==> src/rtl/wisc_pkg.sv <==
// Shared WISC core definitions: opcodes, special encodings and the hazard
// sequencer state type.
package wisc_pkg;

   localparam logic [3:0] OP_ADD  = 4'h0;
   localparam logic [3:0] OP_SUB  = 4'h1;
   localparam logic [3:0] OP_NAND = 4'h2;
   localparam logic [3:0] OP_XOR  = 4'h3;
   localparam logic [3:0] OP_INC  = 4'h4;
   localparam logic [3:0] OP_SRA  = 4'h5;
   localparam logic [3:0] OP_SRL  = 4'h6;
   localparam logic [3:0] OP_SLL  = 4'h7;
   localparam logic [3:0] OP_LW   = 4'h8;
   localparam logic [3:0] OP_SW   = 4'h9;
   localparam logic [3:0] OP_LHB  = 4'hA;
   localparam logic [3:0] OP_LLB  = 4'hB;
   localparam logic [3:0] OP_B    = 4'hC;
   localparam logic [3:0] OP_CALL = 4'hD;
   localparam logic [3:0] OP_RET  = 4'hE;
   localparam logic [3:0] OP_ERR  = 4'hF;

   localparam logic [15:0] HALT_INSTR = 16'hFFFF;
   localparam logic [3:0]  SP_REG     = 4'd15;

   typedef enum logic [1:0] {
      RUN    = 2'd0,
      FLUSH  = 2'd1,
      DRAIN  = 2'd2,
      HALTED = 2'd3
   } hz_state_t;

endpackage

==> src/rtl/hz_src_decode.sv <==
// Source-register decode of the instruction in ID. Purely combinational;
// also intended for reuse by the forwarding unit.
module hz_src_decode
   import wisc_pkg::*;
(
   input  logic [15:0] id_instr,
   output logic [3:0]  src_a,
   output logic        src_a_used,
   output logic [3:0]  src_b,
   output logic        src_b_used
);

   // Map opcode to the register fields it actually reads.
   always_comb begin
      src_a      = 4'd0;
      src_a_used = 1'b0;
      src_b      = 4'd0;
      src_b_used = 1'b0;
      case (id_instr[15:12])
         OP_ADD, OP_SUB, OP_NAND, OP_XOR: begin
            src_a      = id_instr[7:4];
            src_a_used = 1'b1;
            src_b      = id_instr[3:0];
            src_b_used = 1'b1;
         end
         OP_INC, OP_SRA, OP_SRL, OP_SLL, OP_LW: begin
            src_a      = id_instr[7:4];
            src_a_used = 1'b1;
         end
         OP_SW: begin
            src_a      = id_instr[7:4];
            src_a_used = 1'b1;
            src_b      = id_instr[11:8];
            src_b_used = 1'b1;
         end
         OP_LHB, OP_LLB: begin
            // Byte loads merge into the existing destination value.
            src_a      = id_instr[11:8];
            src_a_used = 1'b1;
         end
         OP_CALL, OP_RET: begin
            src_a      = SP_REG;
            src_a_used = 1'b1;
         end
         default: begin
            // B and the 1111 group read no registers.
         end
      endcase
   end

endmodule

==> src/rtl/pipe_hazard_ctrl.sv <==
// Pipeline sequencer: load-use interlock, redirect flush and HALT drain.
// Optional performance counters are built when HAZARD_PERF_CNT_EN is defined.
module pipe_hazard_ctrl
   import wisc_pkg::*;
#(
   parameter int FLUSH_CYCLES = 2,
   parameter int DRAIN_CYCLES = 3
) (
   input  logic        clk,
   input  logic        rst_n,
   input  logic [15:0] id_instr,
   input  logic        id_valid,
   input  logic        ex_mem_read,
   input  logic [3:0]  ex_rd,
   input  logic        ex_redirect,
   output logic        pc_stall,
   output logic        if_id_stall,
   output logic        if_id_flush,
   output logic        id_ex_flush,
   output logic        halted
`ifdef HAZARD_PERF_CNT_EN
   ,
   output logic [15:0] stall_cnt,
   output logic [15:0] flush_cnt
`endif
);

   // The redirect/HALT cycle itself is covered by the RUN-state terms, so the
   // counter only needs to cover the remaining N-1 cycles.
   localparam logic [2:0] FLUSH_RELOAD = 3'(FLUSH_CYCLES - 1);
   localparam logic [2:0] DRAIN_RELOAD = 3'(DRAIN_CYCLES - 1);

   hz_state_t  state_reg, state_next;
   logic [2:0] cnt_reg, cnt_next;

   logic [3:0] src_a, src_b;
   logic       src_a_used, src_b_used;
   logic       lu;
   logic       is_halt;

   hz_src_decode u_src_decode (
      .id_instr   (id_instr),
      .src_a      (src_a),
      .src_a_used (src_a_used),
      .src_b      (src_b),
      .src_b_used (src_b_used)
   );

   // R0 is hardwired zero, so a load into it never creates a hazard.
   assign lu = id_valid & ex_mem_read & (ex_rd != 4'd0) &
               ((src_a_used & (src_a == ex_rd)) | (src_b_used & (src_b == ex_rd)));
   assign is_halt = id_valid & (id_instr == HALT_INSTR);

   // State and shared FLUSH/DRAIN counter.
   always_ff @(posedge clk or negedge rst_n) begin
      if (!rst_n) begin
         state_reg <= RUN;
         cnt_reg   <= 3'd0;
      end else begin
         state_reg <= state_next;
         cnt_reg   <= cnt_next;
      end
   end

   // Next state plus Moore controls OR'd with RUN-state Mealy terms.
   always_comb begin
      state_next  = state_reg;
      cnt_next    = cnt_reg;
      pc_stall    = 1'b0;
      if_id_stall = 1'b0;
      if_id_flush = 1'b0;
      id_ex_flush = 1'b0;
      case (state_reg)
         RUN: begin
            if (ex_redirect) begin
               if_id_flush = 1'b1;
               id_ex_flush = 1'b1;
               if (FLUSH_CYCLES > 1) begin
                  state_next = FLUSH;
                  cnt_next   = FLUSH_RELOAD;
               end
            end else if (lu) begin
               pc_stall    = 1'b1;
               if_id_stall = 1'b1;
               id_ex_flush = 1'b1;
            end else if (is_halt) begin
               pc_stall    = 1'b1;
               if_id_flush = 1'b1;
               if (DRAIN_CYCLES > 1) begin
                  state_next = DRAIN;
                  cnt_next   = DRAIN_RELOAD;
               end else begin
                  state_next = HALTED;
               end
            end
         end
         FLUSH: begin
            // Wrong path: load-use and HALT in ID are irrelevant here.
            if_id_flush = 1'b1;
            id_ex_flush = 1'b1;
            if (ex_redirect) begin
               cnt_next = FLUSH_RELOAD;
            end else if (cnt_reg <= 3'd1) begin
               state_next = RUN;
               cnt_next   = 3'd0;
            end else begin
               cnt_next = cnt_reg - 3'd1;
            end
         end
         DRAIN: begin
            if (ex_redirect) begin
               // An older branch ahead of the HALT wins; the PC must be free
               // to take the redirect, so no PC hold this cycle.
               if_id_flush = 1'b1;
               id_ex_flush = 1'b1;
               if (FLUSH_CYCLES > 1) begin
                  state_next = FLUSH;
                  cnt_next   = FLUSH_RELOAD;
               end else begin
                  state_next = RUN;
                  cnt_next   = 3'd0;
               end
            end else begin
               pc_stall    = 1'b1;
               if_id_flush = 1'b1;
               if (cnt_reg <= 3'd1) begin
                  state_next = HALTED;
                  cnt_next   = 3'd0;
               end else begin
                  cnt_next = cnt_reg - 3'd1;
               end
            end
         end
         HALTED: begin
            pc_stall    = 1'b1;
            if_id_flush = 1'b1;
            id_ex_flush = 1'b1;
         end
         default: begin
            state_next = RUN;
            cnt_next   = 3'd0;
         end
      endcase
      // Keep every control low while reset is held, even with live inputs.
      if (!rst_n) begin
         pc_stall    = 1'b0;
         if_id_stall = 1'b0;
         if_id_flush = 1'b0;
         id_ex_flush = 1'b0;
      end
   end

   assign halted = (state_reg == HALTED);

`ifdef HAZARD_PERF_CNT_EN
   logic [15:0] stall_cnt_reg, flush_cnt_reg;
   logic        lu_stall;

   assign lu_stall = (state_reg == RUN) & ~ex_redirect & lu;

   // Saturating event counters, frozen once the core has halted.
   always_ff @(posedge clk or negedge rst_n) begin
      if (!rst_n) begin
         stall_cnt_reg <= 16'd0;
         flush_cnt_reg <= 16'd0;
      end else if (state_reg != HALTED) begin
         if (lu_stall && (stall_cnt_reg != 16'hFFFF))
            stall_cnt_reg <= stall_cnt_reg + 16'd1;
         if ((state_reg == FLUSH) && (flush_cnt_reg != 16'hFFFF))
            flush_cnt_reg <= flush_cnt_reg + 16'd1;
      end
   end

   assign stall_cnt = stall_cnt_reg;
   assign flush_cnt = flush_cnt_reg;
`endif

endmodule

==> config.mk <==
export PLATFORM = sky130hd
export DESIGN_NAME = pipe_hazard_ctrl
export DESIGN_NICKNAME = d
export VERILOG_FILES = /design/src/rtl/wisc_pkg.sv /design/src/rtl/hz_src_decode.sv /design/src/rtl/pipe_hazard_ctrl.sv
export SDC_FILE = /design/constraint.sdc
export NUM_CORES = 1
export LEC_CHECK = 0
export BUFFER_PORTS_ARGS = -buffer_cell sky130_fd_sc_hd__buf_4
export CAP_MARGIN = 10
export CORE_UTILIZATION = 45
export CTS_BUF_LIST = sky130_fd_sc_hd__clkbuf_16
export CTS_CLUSTER_DIAMETER = 200
export DETAILED_ROUTE_END_ITERATION = 10
export PLACE_DENSITY = 0.73
export SLEW_MARGIN = 40
export SYNTH_ARGS = -nofsm -noshare
export SYNTH_HDL_FRONTEND = slang
export SYNTH_SLANG_ARGS = --single-unit
==> constraint.sdc <==
create_clock -name clk -period 3.89 [get_ports clk]
set_input_delay 0.5835 -clock clk [delete_from_list [all_inputs] [get_ports clk]]
set_output_delay 0.5835 -clock clk [all_outputs]
set_load 0.02 [all_outputs]
==> results_dict.tcl <==
set metrics [dict create \
    finClkSkew_ns 0.001993 \
    post_synth_main_area_contributors "dfrtp_1 14%, ha_1 9.8%, nor2_1 6.3%, inv_1 5.0%, a21oi_1 3.9%" \
    critical_path_peak_fanout 14 \
    detail_route.first_pass.iterations 4 \
    peakVddDrop_mv 0.4639 \
    synthesis.yosys.warnings 0 \
    ys_seq_area_share_pct 13.99 \
    timing.rr.end "cnt_reg[2]$_DFFE_PN0P_" \
    netSwitchingPower_w 0.0002444 \
    pre_cts_slack_ns 0.9626 \
    clock_insertion_delay_worst_skew_ns 0.23 \
    worst_slack_ns 0.9624 \
    post_place_instance_area_um2 1117 \
    worst_path_max_delay_cell "a311o_1" \
    ant_nets 0 \
    route.vias.total 1018 \
    synth.area.mux_share_pct 2.238 \
    leakagePower_nw 0.5429 \
    finish.net_count 185 \
    clock_sink_count 5 \
    pwr_density_cell_nw_per_um2 499.0 \
    maxCapViolations 0 \
    synth.distinct_cells 45 \
    die-area_um2 2170 \
    synth_async_sr_flop_share_pct 100.0 \
    synthCells 124 \
    most_instantiated_flip_flop_cell_in_the_synthesis_netlist "dfrtp_1" \
    wire_per_inst_um 14.08 \
    yosys.area_share.xor_xnor_pct 3.916 \
    postSynthNetCount 156 \
    start_util_pct 49.65 \
    arrival_ns 2.34 \
    synth.largest_area_cell "dfrtp_1" \
    layout-drive-gt1-share_pct 25.66 \
    final_min_period_over_clock_period_pct 75.26 \
    ys_top_cells_by_count "15 x nor2_1, 12 x inv_1, 7 x a21oi_1, 7 x ha_1" \
    hold_path_class "input pin to asynchronous set/reset pin" \
    largest_net_degree_at_the_start_of_global_routing 15 \
    n_fill_cell 173 \
    final_max_slew_viol_count 0 \
    synthesis.area_um2 894.6 \
    p_int_w 0.0003525 \
    route.final.wire_length_um 2493 \
    antenna-diode-count 0 \
    synth_simple_gate_area_share_pct 33.71 \
    clock_power_share_pct 27.8 \
    postSynthRegisterBits 5 \
    synth_compound_gate_area_share_pct 28.39 \
    grt_use_total_pct 24.68 \
    worst-r2r-setup-slack_ns 2.23 \
    synthesized_area_per_cell_um2 7.215 \
    hpwlAfterDp_um 2004 \
    r2r-start "state_reg[0]$_DFFE_PN0P_" \
    seq_power_share_pct 16.0 \
    core-area_um2 1802 \
    clk_transition_reported_paths_ns 0.03 \
    worst-endpoint-required_ns 3.31 \
    worst_slew_pin_slew_ns 0.4329 \
    setup_total_negative_slack_ns 0 \
    number_of_synthesized_flops_with_an_enable_pin 0 \
    crit_path_start_kind "input pin" \
    max_stage_delay_ns 0.34 \
    ioPinCount 30 \
    syn_to_final_growth_pct 33.71 \
    power.combinational.fraction_pct 56.1 \
    path_common_cell "buf_4" \
    cts-htree-levels 1 \
    postLayoutCoreUtil_pct 66.39 \
    die_y_um 46.59 \
    clock.fmax_mhz 341.6 \
    cts.root.buffer_cell "clkbuf_16" \
    fin_total_pwr_w 0.0005969 \
    first_global_vias 874 \
    drc 0 \
    p_sw_share_pct 40.94 \
    grt_setup_unrepaired "no" \
    hold_violations 0 \
    max_reg_flops 3 \
    numCtsBuffers 3 \
    cts_buffer_depth 2 \
    post_cts_buffers 0 \
    path_type_of_the_worst_setup_path "input pin to output port" \
    tritoncts "done" \
    grt_remaining_overflow 0 \
    dieWidth_um 46.59 \
    final.min_clock_period_ns 2.928 \
    reg2regPathDepth 8 \
    critical_path.startpoint "id_instr[15]" \
    place.gp.congestion 0.9570 \
    synth_top_family_by_area "simple AND/OR/NAND/NOR gates" \
    drt-initial-drc-count 25 \
    layout.cell_area.non_filler_um2 1196 \
    grt_first_pass_wirelength_um 3767 \
    io_buffers 29 \
    post_cts_hold_buffer_count 0 \
    std_cell_rows 15 \
    worstSetupEndpointType "output port" \
    run_status "finished, final reports clean" \
    yosysMostFrequentCell "nor2_1" \
    synth-adder-area-share_pct 9.790 \
    vias_per_cell 5.751 \
    netlist.area_leader.share_pct 13.99 \
    timing.critical_path.cells "buf_4 -> and2b_1 -> a31oi_2 -> xnor2_1 -> nor4b_2 -> o31ai_1 -> a311o_1 -> a211oi_2 -> buf_4" \
    setup_violations 0 \
    cts_repair_resize_count 0 \
    antenna_violations_before_repair 0 \
    worst_slew_margin_rel_pct 70.40 \
]
[through the flow]
stage,cells,hold WS (ns)
2_1_floorplan,124,0.2879
3_3_place_gp,173,0.3994
3_5_place_dp,173,0.3983
4_1_cts,177,0.1619
5_1_grt,177,0.1629
6_report,177,0.1641
[layer usage]
layer	GRT usage, %	vias up	wire (µm)
met5	0	-	0
met4	5.294	0	32
met3	8.627	4	190
met2	33.89	41	1077
met1	36.21	464	1192
li1	-	509	-
[cells by family after synthesis]
family	Yosys count
buf+inv	17
fa+ha+maj	7
flops	5
compound gates	36
mux	2
simple gates	53
xor+xnor	4
[area by class of cell]
type	instances	area, µm²	area share [%]
Clock inverter	1	3.754	0.3138
Sequential cell	5	125.1	10.46
Timing Repair Buffer	29	217.7	18.20
Tap cell	25	31.28	2.615
Clock buffer	3	75.07	6.276
Inverter	12	45.04	3.766
Multi-Input combinational cell	102	698.2	58.37
[critical path, delay by kind of cell]
family / cells / cell delay (ns)
AO/OA/AOI/OAI: 4 / 0.90
AND/OR/NAND/NOR: 2 / 0.42
buffers and inverters: 2 / 0.33
XOR/XNOR: 1 / 0.11
[placed cells by master, fill, tap and decap left out, types with 3 or more instances in the layout]
cell type and n:
a21oi_1 7, a31oi_1 4, and3_1 3, buf_4 29
clkbuf_16 3, dfrtp_1 5, ha_1 7, inv_1 13
nand2_1 6, nand2b_1 4, nand4_1 4, nor2_1 15
nor2b_1 3, nor3_1 4, o21ai_0 6, o21ai_1 3
xnor2_1 4
[power by group through the flow]
stage	Sequential (W)	Combinational [W]	Clock (W)
detailed placement	0.0000962	0.000331	0
floorplan	0.0000917	0.000241	0
CTS	0.0000955	0.000333	0.000169
global placement	0.0000941	0.000323	0
finish	0.0000958	0.000335	0.000166
global route	0.0000991	0.000370	0.000173
[worst max-delay path by stage]
| stage | to | slack (ns) | cells after the start |
|---|---|---|---|
| 2_1_floorplan | pc_stall | 1.16 | 8 |
| 3_3_place_gp | pc_stall | 1.01 | 9 |
| 3_5_place_dp | pc_stall | 0.96 | 9 |
| 4_1_cts | pc_stall | 0.96 | 9 |
| 5_1_grt | pc_stall | 0.81 | 9 |
| 6_report | pc_stall | 0.96 | 9 |
Note: power is estimated with default switching activity, not from simulation.
